$ cat src/rtl/pipe_stage_buf.sv
// Pipeline-stage register built as a 2-entry skid buffer with a registered in_ready.
// Invalid output slots present BUBBLE_CTRL; flush turns all held entries into bubbles.
module pipe_stage_buf #(
    parameter int                DATA_W      = 128,
    parameter int                CTRL_W      = 13,
    parameter logic [CTRL_W-1:0] BUBBLE_CTRL = {CTRL_W{1'b0}}
) (
    input  logic              clk,
    input  logic              rst,
    input  logic              in_valid,
    output logic              in_ready,
    input  logic [DATA_W-1:0] in_data,
    input  logic [CTRL_W-1:0] in_ctrl,
    input  logic              flush,
    output logic              out_valid,
    input  logic              out_ready,
    output logic [DATA_W-1:0] out_data,
    output logic [CTRL_W-1:0] out_ctrl,
    output logic [1:0]        occupancy
);

    // Buffer state is {skid_valid, main_valid}; 2'b10 is unreachable.
    localparam logic [1:0] ST_EMPTY = 2'b00;
    localparam logic [1:0] ST_MAIN  = 2'b01;
    localparam logic [1:0] ST_FULL  = 2'b11;

    logic              main_valid;
    logic              skid_valid;
    logic [DATA_W-1:0] main_data;
    logic [CTRL_W-1:0] main_ctrl;
    logic [DATA_W-1:0] skid_data;
    logic [CTRL_W-1:0] skid_ctrl;

    logic              accept;
    logic              pop;
    logic              main_valid_nxt;
    logic              skid_valid_nxt;
    logic              load_main_in;
    logic              load_main_skid;
    logic              load_skid;

    function automatic logic [CTRL_W-1:0] mask_ctrl(input logic valid,
                                                    input logic [CTRL_W-1:0] ctrl);
        return valid ? ctrl : BUBBLE_CTRL;
    endfunction

    function automatic logic [1:0] count_entries(input logic a, input logic b);
        return {1'b0, a} + {1'b0, b};
    endfunction

    // in_ready depends only on held state; rst masks it so nothing is offered during reset.
    assign in_ready  = !skid_valid && !rst;
    assign out_valid = main_valid;
    assign accept    = in_valid && in_ready;
    assign pop       = main_valid && out_ready;

    always_comb begin
        main_valid_nxt = main_valid;
        skid_valid_nxt = skid_valid;
        load_main_in   = 1'b0;
        load_main_skid = 1'b0;
        load_skid      = 1'b0;
        if (flush) begin
            main_valid_nxt = 1'b0;
            skid_valid_nxt = 1'b0;
        end else begin
            case ({skid_valid, main_valid})
                ST_EMPTY: begin
                    if (accept) begin
                        load_main_in   = 1'b1;
                        main_valid_nxt = 1'b1;
                    end
                end
                ST_MAIN: begin
                    if (pop && accept) begin
                        load_main_in = 1'b1;
                    end else if (pop) begin
                        main_valid_nxt = 1'b0;
                    end else if (accept) begin
                        load_skid      = 1'b1;
                        skid_valid_nxt = 1'b1;
                    end
                end
                ST_FULL: begin
                    if (pop) begin
                        load_main_skid = 1'b1;
                        skid_valid_nxt = 1'b0;
                    end
                end
                default: begin
                    skid_valid_nxt = 1'b0;
                end
            endcase
        end
    end

    always_ff @(posedge clk) begin
        if (rst) begin
            main_valid <= 1'b0;
            skid_valid <= 1'b0;
        end else begin
            main_valid <= main_valid_nxt;
            skid_valid <= skid_valid_nxt;
        end
    end

    // Head payload is cleared on reset so out_data reads zero; flush leaves it alone.
    always_ff @(posedge clk) begin
        if (rst) begin
            main_data <= '0;
            main_ctrl <= BUBBLE_CTRL;
        end else if (load_main_in) begin
            main_data <= in_data;
            main_ctrl <= in_ctrl;
        end else if (load_main_skid) begin
            main_data <= skid_data;
            main_ctrl <= skid_ctrl;
        end
    end

    always_ff @(posedge clk) begin
        if (load_skid) begin
            skid_data <= in_data;
            skid_ctrl <= in_ctrl;
        end
    end

    assign out_data  = main_data;
    assign out_ctrl  = mask_ctrl(main_valid, main_ctrl);
    assign occupancy = count_entries(main_valid, skid_valid);

endmodule
$ cat config.mk
export PLATFORM = sky130hd
export DESIGN_NAME = pipe_stage_buf
export DESIGN_NICKNAME = d
export VERILOG_FILES = /design/src/rtl/pipe_stage_buf.sv
export SDC_FILE = /design/constraint.sdc
export NUM_CORES = 1
export LEC_CHECK = 0
export CAP_MARGIN = 10
export CELL_PAD_IN_SITES_DETAIL_PLACEMENT = 1
export CELL_PAD_IN_SITES_GLOBAL_PLACEMENT = 1
export CORE_ASPECT_RATIO = 1.4
export CORE_MARGIN = 2
export CORE_UTILIZATION = 35
export CTS_BUF_LIST = sky130_fd_sc_hd__clkbuf_4 sky130_fd_sc_hd__clkbuf_8
export CTS_CLUSTER_DIAMETER = 50
export DETAILED_ROUTE_END_ITERATION = 8
export PLACE_DENSITY = 0.83
export SLEW_MARGIN = 30
export SYNTH_ARGS = -nofsm -noshare
export SYNTH_HDL_FRONTEND = slang
export SYNTH_SLANG_ARGS = --single-unit
$ cat constraint.sdc
create_clock -name clk -period 24.1 [get_ports clk]
set_clock_uncertainty 0.15 [all_clocks]
set_input_delay 4.82 -clock clk [delete_from_list [all_inputs] [get_ports clk]]
set_output_delay 4.82 -clock clk [all_outputs]
set_load 0.005 [all_outputs]
Word level (Yosys, flattened, before mapping):

Index checks and enable logic that the tools add are counted.
W data, S select, Z words.

* output and inout port bits: 145
* bits in registers: 284
* input port bits: 146
* word-level logic and storage cells: 51

* equality and inequality tests: 8
* reduce and logical (&&, ||, !) cells: 12
* bitwise logic cells: 1
* $add $sub $neg: 1
* multiplexer cells: 23

Operators by type and width (number)
* $mux W128: 2
* $mux W13: 3
* $mux W1: 15
* $ne A2 B2 Y1 const B: 6
* $reduce_and A5 Y1: 1
* $logic_and A1 B1 Y1: 4
* $pmux W1 S2: 2
* $reduce_and A4 Y1: 1
* $reduce_bool A2 Y1: 2
* $pmux W1 S3: 1
* $add A1 B1 Y2: 1
* $eq A2 B1 Y1 const B: 1
* $eq A2 B2 Y1 const B: 1
* $logic_not A1 Y1: 2
* $logic_not A2 Y1: 1
* $reduce_or A2 Y1: 1
* $not A1 Y1: 1

Depth between registers and ports, before layout:

Gate-level depths: netlist (run 1).

* depth in word-level cells: 8
* gate-level depth with buffers: 10
* depth with buffers taken out: 5

Least setup slack after synthesis (run 1):

OpenSTA, ideal clock, no wires.

* path type: input to register
* start point: input port flush
* end point: register skid_ctrl[0], enable pin
* required time: 23.305 ns
* cell stages on the path: 5
* setup time: 0.645 ns
* buffers on the path: 3
* arrival time: 11.754 ns
* slack: 11.551 ns
* cells stage by stage: or4b_1 > buf_2 > clkbuf_1 > clkbuf_1 > nor2_1

* longest elaborated chain between the ends: 1

RTL lines
* start, declared: RTL line 14 `input logic flush,`
* $mux W1: RTL line 63 `if (flush) begin`
* via load_skid: RTL line 40 `logic load_skid;`
* end signal, assigned: RTL line 124 `skid_ctrl <= in_ctrl;`
* end, declared: RTL line 32 `logic [CTRL_W-1:0] skid_ctrl;`

The timed path passes the listed nets, and every way through them passes these cells.
A chain may end at the register's enable or synchronous reset.

Worst setup path in the final report (run 1):

* start point: input port rst
* end point: output port in_ready

* longest elaborated chain between the ends: 2

RTL lines
* start, declared: RTL line 9 `input logic rst,`
* $logic_not A1 Y1: RTL line 52 `assign in_ready = !skid_valid && !rst;`
* $logic_and A1 B1 Y1: RTL line 52
* end, declared: RTL line 11 `output logic in_ready,`

Every way passes these cells.

==> flow_summary.ini, run 1 <==
[worst_hold_path]
hold_path_end = main_ctrl[0]
hold_path_depth = 2
hp-class = register to register
worstHoldStart = main_ctrl[0]

[floorplanning]
die-area_sq_um = 32400
die_x_microns = 153
core_area_sq_um = 30600
rows = 76
io_pins = 291
die_height_microns = 212
start_util = 0.354

[routing]
route.vias.total = 8959
viasPerCell = 5.40
drt_iter0_markers = 354
wl_per_cell_microns = 20.8
wl_mm = 34.5
drt-pass1-iter-count = 5
drt_drc_violations_left = 0
antenna_left = 0

[cts]
tritoncts = done
cts_root_buf = clkbuf_8
clkTransAtPathRegs_ns = 0.06
htreeDepth = 2
clockBufferDepth = 3
postCtsSetupBuffers = 0
cts_sinks = 284
numCtsBuffers = 46
clock_latency_ns = 0.57
ctsHoldBuffers = 0
cts_resized = 0

[synthesis]
yosys-top-cells-area = edfxtp_1 (39%), dfxtp_1 (26%), a311oi_1 (11%)
ys_ff_latch = 284
yosys_warnings = 0
synth_top_area_share = 0.390
syn_area_per_cell_sq_um = 11.1
synth_nets = 1129
synth_cells = 980
yosysUniqueCellTypes = 26
syn_area_sq_um = 10800
synth_top_area_cell = edfxtp_1
synth-seq-area-share = 0.655

[timing]
setup_ws_ns = 13.20
setup_viol = 0
hold_viol = 0
finalMaxSlewViolations = 0
tns_ns = 0
post-route-min-period_ns = 10.90
rsz0062_at_grt = false
relSlewSlack = 0.351
fin_crit_sh = 0.452
tightest_slew_ns = 0.974
timing.fmax_mhz = 91.8

[cells_and_area]
layout-drive-gt1-share = 0.0812
fill_cells = 3308
final_cell_mix = clkdlybuf4s50_1 (289), nand2_1 (284), dfxtp_1 (143), nor3_1 (141), edfxtp_1 (141)
syn2layout_area_growth_pct = 37.2
nNetsFinal = 1381
design_area_sq_um = 14900
final_common_cell = clkdlybuf4s50_1
multi_input_area_sq_um = 3330
seqCellArea_sq_um = 7100

[setup_path]
regToRegStartpoint = out_valid
worst_r2r_endpoint = out_data[29]
required_ns = 19.13
ff2ff_path_depth = 7
arrival_ns = 5.93
cp_max_fo = 57
end_kind = output pin
worstSetupPathType = primary input to output pin
reg2reg_slack_ns = 19.65
cp-start-kind = primary input

[global_routing]
overflow = 0
grt_pass1_wl_mm = 54.3
gr-usage-all-layers = 0.207
antenna_found_initial = 1
grt_max_degree = 91
grt_pass1_vias = 9656

[placed_design]
place_ws_ns = 13.15
gp_congestion = 0.762
portBuffers = 290
dp_hpwl_mm = 20.2
place_area_sq_um = 13900

[pwr]
leakage_uw = 0.00461
vdd_drop_max_mv = 0.0387
p_per_area_nw_per_um2 = 70.7

[run]
max-cap-violations = 0

[status]
status = complete, no violations
[how the worst max path moves through the flow]
stage                     startpoint            to  slack [ns]  cells after the start
after floorplan                flush  skid_ctrl[0]       11.55                      5
after global routing             rst      in_ready       13.12                      3
final                            rst      in_ready       13.20                      3
after detailed placement         rst      in_ready       13.15                      3
after global placement           rst      in_ready       13.16                      3
after CTS                        rst      in_ready       13.15                      3
[critical path, cell delays in order]
cell	delay (ns)
buf_4	0.53
nor2_1	0.09
clkdlybuf4s50_1	0.47
[registers in the layout, indices dropped and copies added (netlist names)]
register    cells
main_ctrl      13
out_valid       1
skid_ctrl      13
skid_data     128
skid_valid      1
out_data      128
[through the flow]
step	std cells	hold slack, ns	power, uW	util
after CTS	1658	0.336	1060	0.486
after detailed placement	1574	0.323	628	0.454
after global placement	1574	0.316	625	0.454
after global routing	1659	0.364	1090	0.486
final	1660	0.333	1050	0.486
after floorplan	980	0.306	567	-
[layer usage]
metal / GRT usage / vias up / share of wire
li1: - / 4129 / -
met1: 0.264 / 4428 / 0.41
met2: 0.338 / 324 / 0.49
met3: 0.0540 / 78 / 0.066
met4: 0.0846 / 0 / 0.033
met5: 0 / - / 0
[report_power, final]
part / leakage [uW] / switching (uW) / total [uW] / internal, uW
Sequential: 0.00244 / 7.52 / 528 / 520
Clock: 0.000500 / 195 / 434 / 238
Combinational: 0.00167 / 39.6 / 90.1 / 50.6
Total: 0.00461 / 242 / 1050 / 809
[kinds of logic (layout without fill, tap and decap cells)]
logic type      after synthesis  count (layout)  share of synthesized area
simple gates                448             448                      0.177
flops                       284             284                      0.655
compound gates              147             147                      0.124
buf+inv                      98             386                     0.0412
fa+ha+maj                     3               3                    0.00346
other cells                   0               2                          0
[Yosys cell counts]
cell type  count
a2111oi_0      1
a211oi_1       1
a21oi_1        1
a311oi_1     130
a311oi_2      11
a31oi_1        2
and2_1        13
and4b_1        1
buf_1          6
buf_2          3
buf_6         10
clkbuf_1      77
dfxtp_1      143
edfxtp_1     141
ha_1           3
inv_1          2
nand2_1      284
nand2b_1       1
nand4b_1       1
nor2_1         3
nor3_1       141
nor3b_1        1
nor4_1         1
o21ai_0        1
or2_1          1
or4b_1         1
[cell type report]
cell class                      count  area share
Clock inverter                     17     0.00723
Antenna cell                        2    0.000336
Sequential cell                   284       0.477
Timing Repair Buffer              300       0.201
Inverter                            2    0.000504
Clock buffer                       67      0.0573
Tap cell                          390      0.0328
Multi-Input combinational cell    598       0.224
Power figures use the tool's default switching activity.
==> run 2, diff against run 1 <==
- clock period: 24.1 -> 10.46 ns (I/O delays scaled with it)
==> run 2 against run 1 <==
Net effect:
- routed wire length up 0.31%
- sequential power increased by 130%
- core utilization increased by 0.065 points
- sequential share of layout area fell by 0.064 points
- via count increased by 0.86%
- total power grew 130%
- final cell count fell by 0.12%
- global-route usage barely moved
- design area grew 0.13%
- critical path depth did not move
- hold slack hardly changed
- worst setup slack got worse by 8.3 ns
==> flow_summary.ini, run 2 (same netlist as run 1, synthesis figures left out) <==
[global_routing]
grt_pass1_wl_mm = 54.5
overflow = 0
grt_max_degree = 88
gr-usage-all-layers = 0.208
grt_pass1_vias = 9718
antenna_found_initial = 1

[timing]
timing.fmax_mhz = 181
setup_ws_ns = 4.93
finalMaxSlewViolations = 0
hold_viol = 0
fin_crit_sh = 0.528
tns_ns = 0
tightest_slew_ns = 0.953
rsz0062_at_grt = false
setup_viol = 0
relSlewSlack = 0.365
post-route-min-period_ns = 5.53

[setup_path]
cp-start-kind = primary input
worstSetupPathType = primary input to output pin
ff2ff_path_depth = 7
cp_max_fo = 65
regToRegStartpoint = out_valid
required_ns = 8.22
worst_r2r_endpoint = out_data[59]
reg2reg_slack_ns = 6.31
arrival_ns = 3.29
end_kind = output pin

[cts]
cts_resized = 0
cts_root_buf = clkbuf_8
ctsHoldBuffers = 0
clkTransAtPathRegs_ns = 0.05
tritoncts = done
clockBufferDepth = 3
postCtsSetupBuffers = 0
htreeDepth = 2
numCtsBuffers = 47
cts_sinks = 284
clock_latency_ns = 0.57

[cells_and_area]
fill_cells = 3245
nNetsFinal = 1383
final_cell_mix = clkdlybuf4s50_1 (289), nand2_1 (284), dfxtp_1 (143), nor3_1 (141), edfxtp_1 (141)
finish.utilization = 0.487
layout-drive-gt1-share = 0.0829
final_cells = 1658
syn2layout_area_growth_pct = 37.4
design_area_sq_um = 14900
final_common_cell = clkdlybuf4s50_1

[floorplanning]
start_util = 0.354
die_x_microns = 153
core_area_sq_um = 30600
die_height_microns = 212
io_pins = 291
die-area_sq_um = 32400
rows = 76

[worst_hold_path]
hold_path_depth = 2
hp-class = register to register
hold_path_end = out_data[124]
worstHoldStart = out_data[124]

[routing]
route.vias.total = 9036
viasPerCell = 5.45
antenna_left = 0
drt_drc_violations_left = 0
wl_met1_mm = 14.1
wl_mm = 34.6
drt_iter0_markers = 473
wl_per_cell_microns = 20.9
top_layer_used = met4
drt-pass1-iter-count = 5
route.met3.wl_mm = 2.36
route.met2.wl_mm = 17.1

[placed_design]
place_inst = 1574
gp_congestion = 0.776
dp_hpwl_mm = 20.4
place_area_sq_um = 13900
portBuffers = 290
place_ws_ns = 4.63

[pwr]
p_int_uw = 1870
vdd_drop_max_mv = 0.0995
power_frac_clock = 0.411
p_per_area_nw_per_um2 = 163
sw_frac_of_total = 0.228
p_comb_frac = 0.086
power_frac_seq = 0.503
power.switching_uw = 553
leakage_uw = 0.00464

[status]
status = complete, no violations

[run]
max-cap-violations = 0
run 2: final cells by class:
class	count	area, sq um	share of cell area
sequential	284	7100	0.476
multi-input combinational	598	3330	0.224
timing repair buffer	301	3020	0.203
clock buffer	73	917	0.0616
tap	390	488	0.0327
clock inverter	9	38.8	0.00260
inverter	2	7.51	0.000504
antenna	1	2.50	0.000168
run 2: metal layers:
layer / up-vias / GRT usage
met5: - / 0
met1: 4518 / 0.261
met2: 319 / 0.343
met4: 0 / 0.0776
met3: 66 / 0.0569
li1: 4133 / -
run 2: how the worst max path moves through the flow:
stage,cells past startpoint,slack [ns],end,start
3_5_place_dp,5,4.63,out_data[65],rst
2_1_floorplan,5,0.64,skid_ctrl[0],flush
6_report,3,4.93,in_ready,rst
5_1_grt,3,4.81,in_ready,rst
3_3_place_gp,5,4.67,out_data[40],rst
4_1_cts,3,4.90,in_ready,rst
run 2: power groups by stage:
| stage | Sequential [uW] | Combinational [uW] | Clock [uW] |
|---|---|---|---|
| after floorplan | 1240 | 67.0 | 0 |
| after global placement | 1240 | 202 | 0 |
| after detailed placement | 1240 | 208 | 0 |
| after CTS | 1220 | 209 | 1020 |
| after global routing | 1220 | 224 | 1080 |
| final | 1220 | 208 | 996 |
run 2: through the flow:
step | hold WS, ns | power, uW
2_1_floorplan | 0.306 | 1310
3_3_place_gp | 0.316 | 1440
3_5_place_dp | 0.327 | 1450
4_1_cts | 0.336 | 2450
5_1_grt | 0.357 | 2520
6_report | 0.333 | 2420
run 2: worst max-delay path, stage by stage:
cell and delay, ns:
buf_4 0.61, nor2_1 0.09, clkdlybuf4s50_1 0.49
